**src/rtl/ss_stack_16b_pkg.sv**
```systemverilog
// Shared processor constants: stack operation encodings used by the stack
// control and the stack-pointer unit.
package ss_stack_16b_pkg;

   typedef enum logic [1:0] {
      OP_HOLD    = 2'd0,
      OP_PUSH    = 2'd1,
      OP_POP     = 2'd2,
      OP_REPLACE = 2'd3
   } op_e;

   // {pop, push} maps directly onto the pointer-unit select encoding.
   function automatic op_e decode_op(input logic push, input logic pop);
      return op_e'({pop, push});
   endfunction

endpackage

```
**src/rtl/ss_stack_ram.sv**
```systemverilog
// Stack storage: DEPTH x WIDTH, one synchronous write port, one asynchronous
// read port.
module ss_stack_ram #(
   parameter int WIDTH = 16,
   parameter int DEPTH = 16
) (
   input  logic                     clk,
   input  logic                     we,
   input  logic [$clog2(DEPTH)-1:0] waddr,
   input  logic [WIDTH-1:0]         wdata,
   input  logic [$clog2(DEPTH)-1:0] raddr,
   output logic [WIDTH-1:0]         rdata
);

   logic [WIDTH-1:0] mem [DEPTH];

   // NOTE: storage has no reset; the stack pointer alone decides which entries
   // are meaningful, so clearing the array would only cost logic.
   always_ff @(posedge clk) begin
      if (we) mem[waddr] <= wdata;
   end

   assign rdata = mem[raddr];

endmodule

```
**src/rtl/ss_stack_16b.sv**
```systemverilog
// Hardware LIFO stack: op decode, stack pointer, sticky error flags and the
// registered pop-data output around an ss_stack_ram.
module ss_stack_16b
   import ss_stack_16b_pkg::*;
#(
   parameter int WIDTH = 16,
   parameter int DEPTH = 16
) (
   input  logic                   CLK,
   input  logic                   reset,
   input  logic                   push,
   input  logic                   pop,
   input  logic [WIDTH-1:0]       din,
   input  logic                   clr_err,
   output logic [WIDTH-1:0]       dout,
   output logic                   dout_valid,
   output logic [WIDTH-1:0]       top,
   output logic [$clog2(DEPTH):0] sp,
   output logic                   full,
   output logic                   empty,
   output logic                   overflow,
   output logic                   underflow
);

   localparam int AW = $clog2(DEPTH);
   localparam int SW = AW + 1;

   op_e            op;
   logic           push_ok;
   logic           pop_ok;
   logic           ovf_evt;
   logic           udf_evt;
   logic           we;
   logic [AW-1:0]  waddr;
   logic [SW-1:0]  sp_dec;
   logic [WIDTH-1:0] rdata;

   assign sp_dec = sp - SW'(1);
   assign full   = (sp == SW'(DEPTH));
   assign empty  = (sp == '0);
   assign top    = empty ? '0 : rdata;

   // NOTE: every signal driven here gets a default first, so no path through
   // the case can leave one unassigned and infer a latch.
   always_comb begin
      op      = decode_op(push, pop);
      push_ok = 1'b0;
      pop_ok  = 1'b0;
      ovf_evt = 1'b0;
      udf_evt = 1'b0;
      waddr   = sp[AW-1:0];
      unique case (op)
         OP_PUSH: begin
            push_ok = !full;
            ovf_evt = full;
         end
         OP_POP: begin
            pop_ok  = !empty;
            udf_evt = empty;
         end
         OP_REPLACE: begin
            // The write always fits: either the stack is empty or the pop frees the top slot.
            push_ok = 1'b1;
            pop_ok  = !empty;
            udf_evt = empty;
            if (!empty) waddr = sp_dec[AW-1:0];
         end
         default: ;
      endcase
      we = push_ok && !reset;
   end

   ss_stack_ram #(.WIDTH(WIDTH), .DEPTH(DEPTH)) u_ram (
      .clk   (CLK),
      .we    (we),
      .waddr (waddr),
      .wdata (din),
      .raddr (sp_dec[AW-1:0]),
      .rdata (rdata)
   );

   // NOTE: all state updates use <= so every register samples pre-edge values.
   always_ff @(posedge CLK) begin
      if (reset) begin
         sp         <= '0;
         dout       <= '0;
         dout_valid <= 1'b0;
         overflow   <= 1'b0;
         underflow  <= 1'b0;
      end else begin
         if (push_ok && !pop_ok)      sp <= sp + SW'(1);
         else if (pop_ok && !push_ok) sp <= sp_dec;
         if (pop_ok) dout <= rdata;
         dout_valid <= pop_ok;
         // A new error event wins over a coincident clear.
         overflow   <= ovf_evt | (overflow & ~clr_err);
         underflow  <= udf_evt | (underflow & ~clr_err);
      end
   end

endmodule

```
**config.mk**
```make
export PLATFORM = sky130hd
export DESIGN_NAME = ss_stack_16b
export DESIGN_NICKNAME = d
export VERILOG_FILES = /design/src/rtl/ss_stack_16b_pkg.sv /design/src/rtl/ss_stack_ram.sv /design/src/rtl/ss_stack_16b.sv
export SDC_FILE = /design/constraint.sdc
export NUM_CORES = 1
export LEC_CHECK = 0
export CORE_ASPECT_RATIO = 0.8
export CORE_UTILIZATION = 31
export CTS_CLUSTER_DIAMETER = 40
export CTS_CLUSTER_SIZE = 40
export DETAILED_ROUTE_END_ITERATION = 10
export PLACE_DENSITY = 0.46
export SYNTH_ARGS = -nofsm -noshare
export SYNTH_HDL_FRONTEND = slang
export SYNTH_SLANG_ARGS = --single-unit
```
**constraint.sdc**
```tcl
create_clock -name CLK -period 4.75 [get_ports CLK]
set_input_delay 0.7125 -clock CLK [delete_from_list [all_inputs] [get_ports CLK]]
set_output_delay 0.7125 -clock CLK [all_outputs]
set_load 0.03 [all_outputs]
```
# Word-level counts from Yosys, hierarchy flattened
# Memory sizes are Yosys's and may differ from the RTL's.
# Cells that the tools add are included.
[totals]
regBits = 24
ramBits = 256
out_inout_bits = 42
word_cells = 39
n_memories = 1
[memory_table]
columns = ["name", "depth", "width", "rd", "rd_ports_with_merged_regs", "wr", "line", "source"]
rows = [
  ["u_ram.mem", 16, 16, 1, 0, 1, "ss_stack_ram.sv:15", "logic [WIDTH-1:0] mem [DEPTH];"],
]
[op_classes]
n_addsub = 2
n_eq_ne = 4
muxes = 11
bitwise = 5
reduce_logical = 11
[ops]
columns = ["cell", "n"]
rows = [
  ["16-bit two-way mux", 1],
  ["5-bit two-way mux", 2],
  ["4-bit two-way mux", 2],
  ["5-bit by 1-bit adder with 5-bit output (second input constant)", 1],
  ["5-bit equality test (second input constant)", 1],
  ["1-bit logical NOT", 5],
  ["5-bit logical NOT", 1],
  ["1-bit two-way mux", 5],
  ["5-bit by 1-bit subtractor with 5-bit output (second input constant)", 1],
  ["2-bit equality test (second input constant)", 2],
  ["1-bit logical AND", 3],
  ["1-bit bitwise AND", 2],
  ["2-bit by 1-bit equality test with 1-bit output (second input constant)", 1],
  ["1-bit bitwise OR", 2],
  ["1-bit case mux with 2 select lines", 1],
  ["2-bit nonzero test", 1],
  ["2-bit OR reduction", 1],
  ["1-bit inverter", 1],
]

# Depth between registers and ports, before layout
# Gate-level depths: netlist of the first run.
[depth]
word_depth = 7
ltp_mapped = 14

# By module
# From an unflattened synthesis of the first run, not the netlist that was laid out.
[unflattened]
cells_unflattened = 532
hier_area_um2 = 10887.9
[modules_own_cells]
columns = ["module", "n_inst", "cells_per_inst", "area_each_um2", "seq_area_each_um2"]
rows = [
  ["ss_stack_ram", 1, 416, 9723.1, 7687.4],
  ["ss_stack_16b", 1, 116, 1164.9, 480.5],
]

# Worst setup path after synthesis of the first run
# No wires, ideal clock.
[synth_path]
kind = "reg2reg"
startpoint = "register sp[0]"
endpoint = "memory u_ram.mem[10][0], enable pin"
setup_ns = 0.388
t_arrival_ns = 3.160
t_required_ns = 4.362
slack_ns = 1.201
path_stages_with_launch = 13
n_path_buf = 4
synth_period_minus_slack_ns = 3.549
path_cell_list = "dfxtp_1 buf_2 inv_2 clkbuf_1 ha_1 buf_4 or4b_4 inv_2 buf_6 nor2_2 a22oi_1 or3_1 nor2_1"
[synth_via]
elab_chain_cells = 6
elab_cells_between_ends = 10
[synth_lines]
columns = ["item", "line", "source"]
rows = [
  ["start, declared", "ss_stack_16b.sv:18", "output logic [$clog2(DEPTH):0] sp,"],
  ["start signal, assigned", "ss_stack_16b.sv:91", "if (push_ok && !pop_ok) sp <= sp + SW'(1);"],
  ["start signal, assigned", "ss_stack_16b.sv:92", "else if (pop_ok && !push_ok) sp <= sp_dec;"],
  ["5-bit equality test", "ss_stack_16b.sv:39", "assign full = (sp == SW'(DEPTH));"],
  ["1-bit logical NOT", "ss_stack_16b.sv:54", "push_ok = !full;"],
  ["1-bit case mux with 2 select lines", "ss_stack_16b.sv:52", "unique case (op)"],
  ["1-bit logical AND", "ss_stack_16b.sv:70", "we = push_ok && !reset;"],
  ["1-bit two-way mux", "ss_stack_ram.sv:20", "if (we) mem[waddr] <= wdata;"],
  ["1-bit two-way mux (not written as such)", "ss_stack_ram.sv:20", ""],
  ["end, declared", "ss_stack_ram.sv:15", ""],
]
# Parallel ways exist; a longest one is shown, timed or not.

# Worst setup path in the final report of the first run
[layout_path]
startpoint = "register sp[1]"
endpoint = "output top[10]"
[layout_via]
elab_chain_cells = 3
elab_cells_between_ends = 4
[layout_lines]
columns = ["item", "line", "source"]
rows = [
  ["5-bit by 1-bit subtractor with 5-bit output", "ss_stack_16b.sv:38", "assign sp_dec = sp - SW'(1);"],
  ["memory read 16 x 16 bit", "-", ""],
  ["16-bit two-way mux *", "ss_stack_16b.sv:41", "assign top = empty ? '0 : rdata;"],
  ["end, declared", "ss_stack_16b.sv:17", "output logic [WIDTH-1:0] top,"],
]
# Mark *: on every way between the ends. The rest lies on a longest branch, timed or not.

==> impl_metrics.ini, run 1 <==
[worst_setup_path]
cp-start-kind = flop
arrival_ns = 3.65
cp-end-kind = output pin
crit_type = reg -> out
crit_path_start = sp[1]
rrSetupSlack_ns = 1.21
crit_required_ns = 4.04
crit_fanout = 41
r2r-start = sp[1]
rr_worst_depth = 6

[clock_tree]
cts_resized = 0
ctsHoldBuffers = 0
clkLatencyLatePin_ns = 0.54
cts_buffers = 37
htree_levels = 2
cts_setup_buffers = 0
cts_root_buf = clkbuf_16
clock_path_buffers = 3
cts_sinks = 280
cts_tree = yes
clk_pin_slew_worst_paths_ns = 0.06

[power_and_ir_drop]
p_int_uw = 6458
power_uw = 10720
p_seq_frac = 0.274
p_comb_frac = 0.455
power_switching_uw = 4262
ir_worst_vdd_mv = 0.7580
clkPwrFrac = 0.271
powerDensity_nw_per_um2 = 753.9
swShare = 0.3976
p_leak_uw = 0.004922

[place]
hpwl_um = 19660
portBuffers = 62
placed_cells = 1300
gp_congestion = 0.7438

[floorplan]
die_x_um = 217.7
rows = 62
ios = 63
fp.dieH_um = 174.6
initial_core_util = 0.3179
coreArea_um2 = 36300
die-area_um2 = 38010

[yosys]
syn_area_per_cell_um2 = 14.85
syn-cell-area_um2 = 11540
synth_simple_gate_area_frac = 0.1011
synth-main-ff-cell = edfxtp_1
yosysUniqueCellTypes = 40
synth_edf_count = 256
synthAdderAreaFrac = 0.003252
synth_compound_area_frac = 0.03025
yosysWarnings = 0
syn_nets = 801
synth_top_family_by_area = multiplexers
synth_mux_area_frac = 0.1275
yosysSeqAreaShare = 0.7077
async_flop_share = 0
synthCells = 777
synthXorXnorAreaFrac = 0.005854
synth_seq_cells = 280

[global_routing]
grt_pass1_vias = 6729
grt_antenna_before_repair = 2
grt_pass1_wl_um = 46830
grt_use_total = 0.1713
grt_max_degree = 69
grt_overflow = 0

[drt]
vias = 6872
drt_wl_total_um = 31990
first_pass_iters = 4
drtIter0Drc = 502
wl_per_cell_um = 23.40
antenna_left = 0
drc_errors = 0
viasPerCell = 5.027

[final_layout]
fin_cells = 1367
syn_to_final_growth_pct = 23.21
drive_gt1_frac = 0.1761
fin_nets = 883
multi_input_area_um2 = 3179
fill_cells = 3422
regArea_um2 = 8169

[timing]
slew-limit-headroom = 0.3293
fmax_mhz = 229.0
rsz0062_at_grt = no
fin_skew_ns = 0.02301
holdWs_ns = 0.4496
drv_slew = 0
final-setup-viol-count = 0
period_share = 0.9194
fin_tns_setup_ns = 0
finalHoldViolCount = 0
period_minus_slack_ns = 4.367
tightestPinTransition_ns = 1.005

[job]
drv_cap = 0

[min_path]
hp-start = dout[2]
hp-class = reg -> reg
min_path_cells = 1

[status]
outcome = finished clean
[cells in the mapped netlist, types with 4 or more instances]
library cell	n	area, µm²
edfxtp_1	256	7687
nand3_1	130	650.6
mux2i_1	129	1291
nor2_1	40	150.1
nand4_1	33	206.5
clkbuf_1	28	105.1
dfxtp_1	24	480.5
buf_2	23	115.1
a21o_1	16	120.1
mux2_2	16	180.2
o22ai_1	16	100.1
a21oi_1	7	35.03
nand2_1	6	22.52
nor3_1	6	30.03
nor2b_1	4	25.02
or3_1	4	25.02
[worst max-delay path, stage by stage (launching register included)]
cell	delay (ns)
dfxtp_1	0.50
inv_1	0.15
ha_4	0.60
buf_4	0.67
mux2i_1	0.16
nand3_1	0.11
nand4_1	0.16
mux2_2	0.29
nor2_1	0.26
buf_12	0.16
[sequential cells by signal (all words and copies together), names as in the netlist]
| name | count |
|---|---|
| u_ram.mem | 256 |
| dout | 16 |
| sp | 5 |
| dout_valid | 1 |
| overflow | 1 |
| underflow | 1 |
[per-layer routing]
layer | global-route usage | part of all wire | routed length (µm) | vias to the layer above
met4 | 0.05018 | 0.021 | 663 | 2
met1 | 0.2566 | 0.50 | 16060 | 3491
li1 | - | - | - | 3183
met5 | 0 | 0.00038 | 12 | -
met2 | 0.2479 | 0.43 | 13870 | 141
met3 | 0.03499 | 0.043 | 1374 | 55
[layout by cell type, fill, tap and decap left out, drive strengths merged, types with 2 or more instances in the layout]
cell and n:
edfxtp 256, clkdlybuf4s50 49, buf 51, a21o 16, o21ai 3, dfxtp 24, nand4 33, inv 13
mux2 16, or3 4, xor2 4, bufinv 4, nand3 130, mux2i 129, nor3 6, nor2b 4
clkinvlp 3, nor2 41, clkbuf 40, clkinv 11, o22ai 16, nand2 6, a21oi 7, xnor2 2
ha 3, nand2b 2, a31oi 4
[cells by family after synthesis]
logic type	after synthesis
DFF	280
buffers and inverters	62
muxes	145
AOI/OAI and AO/OA	51
adders and majority gates	3
and+or+nand+nor	230
xor gates and xnor gates	6
[layout make-up]
class	count	share of cell area
inverters	5	0.001320
diodes	1	0.0001760
flip-flops and latches	280	0.5745
multi-input cells	435	0.2236
clock buffers	40	0.06890
well taps	480	0.04223
repair buffers	100	0.06670
clock inverters	26	0.02261
[path summary, 6_finish.rpt]
| path | to |
|---|---|
| setup / recovery | top[10] |
| hold / removal | dout[2] |
| setup reg to reg | u_ram.mem[12][3] |
| hold reg to reg | dout[2] |
[metrics by stage]
step / setup WS [ns] / area, µm² / util
6_report: 0.3830 / 14220 / 0.3917
2_1_floorplan: 1.201 / 11540 / -
5_1_grt: 0.2065 / 14220 / 0.3916
4_1_cts: 0.3707 / 14220 / 0.3916
3_3_place_gp: 0.9685 / 12920 / 0.3558
3_5_place_dp: 0.9576 / 12920 / 0.3558
[power groups by stage]
stage	Sequential, µW	Combinational (µW)	Clock (µW)
2_1_floorplan	3070	2980	0
3_3_place_gp	2990	4960	0
3_5_place_dp	2990	4920	0
4_1_cts	2940	4950	2970
5_1_grt	2950	5190	3060
6_report	2940	4880	2900
Power figures use the tool's default switching activity.
==> run 2, diff against run 1 <==
--- a/config.mk
+++ b/config.mk
@@ -5,6 +5,7 @@
 export SDC_FILE = /design/constraint.sdc
 export NUM_CORES = 1
 export LEC_CHECK = 0
+export ABC_CLOCK_PERIOD_IN_PS = 4750
 export CORE_ASPECT_RATIO = 0.8
 export CORE_UTILIZATION = 31
 export CTS_CLUSTER_DIAMETER = 40
==> results of run 2 <==
The final DEF is identical to that of run 1; final timing and power are the same.
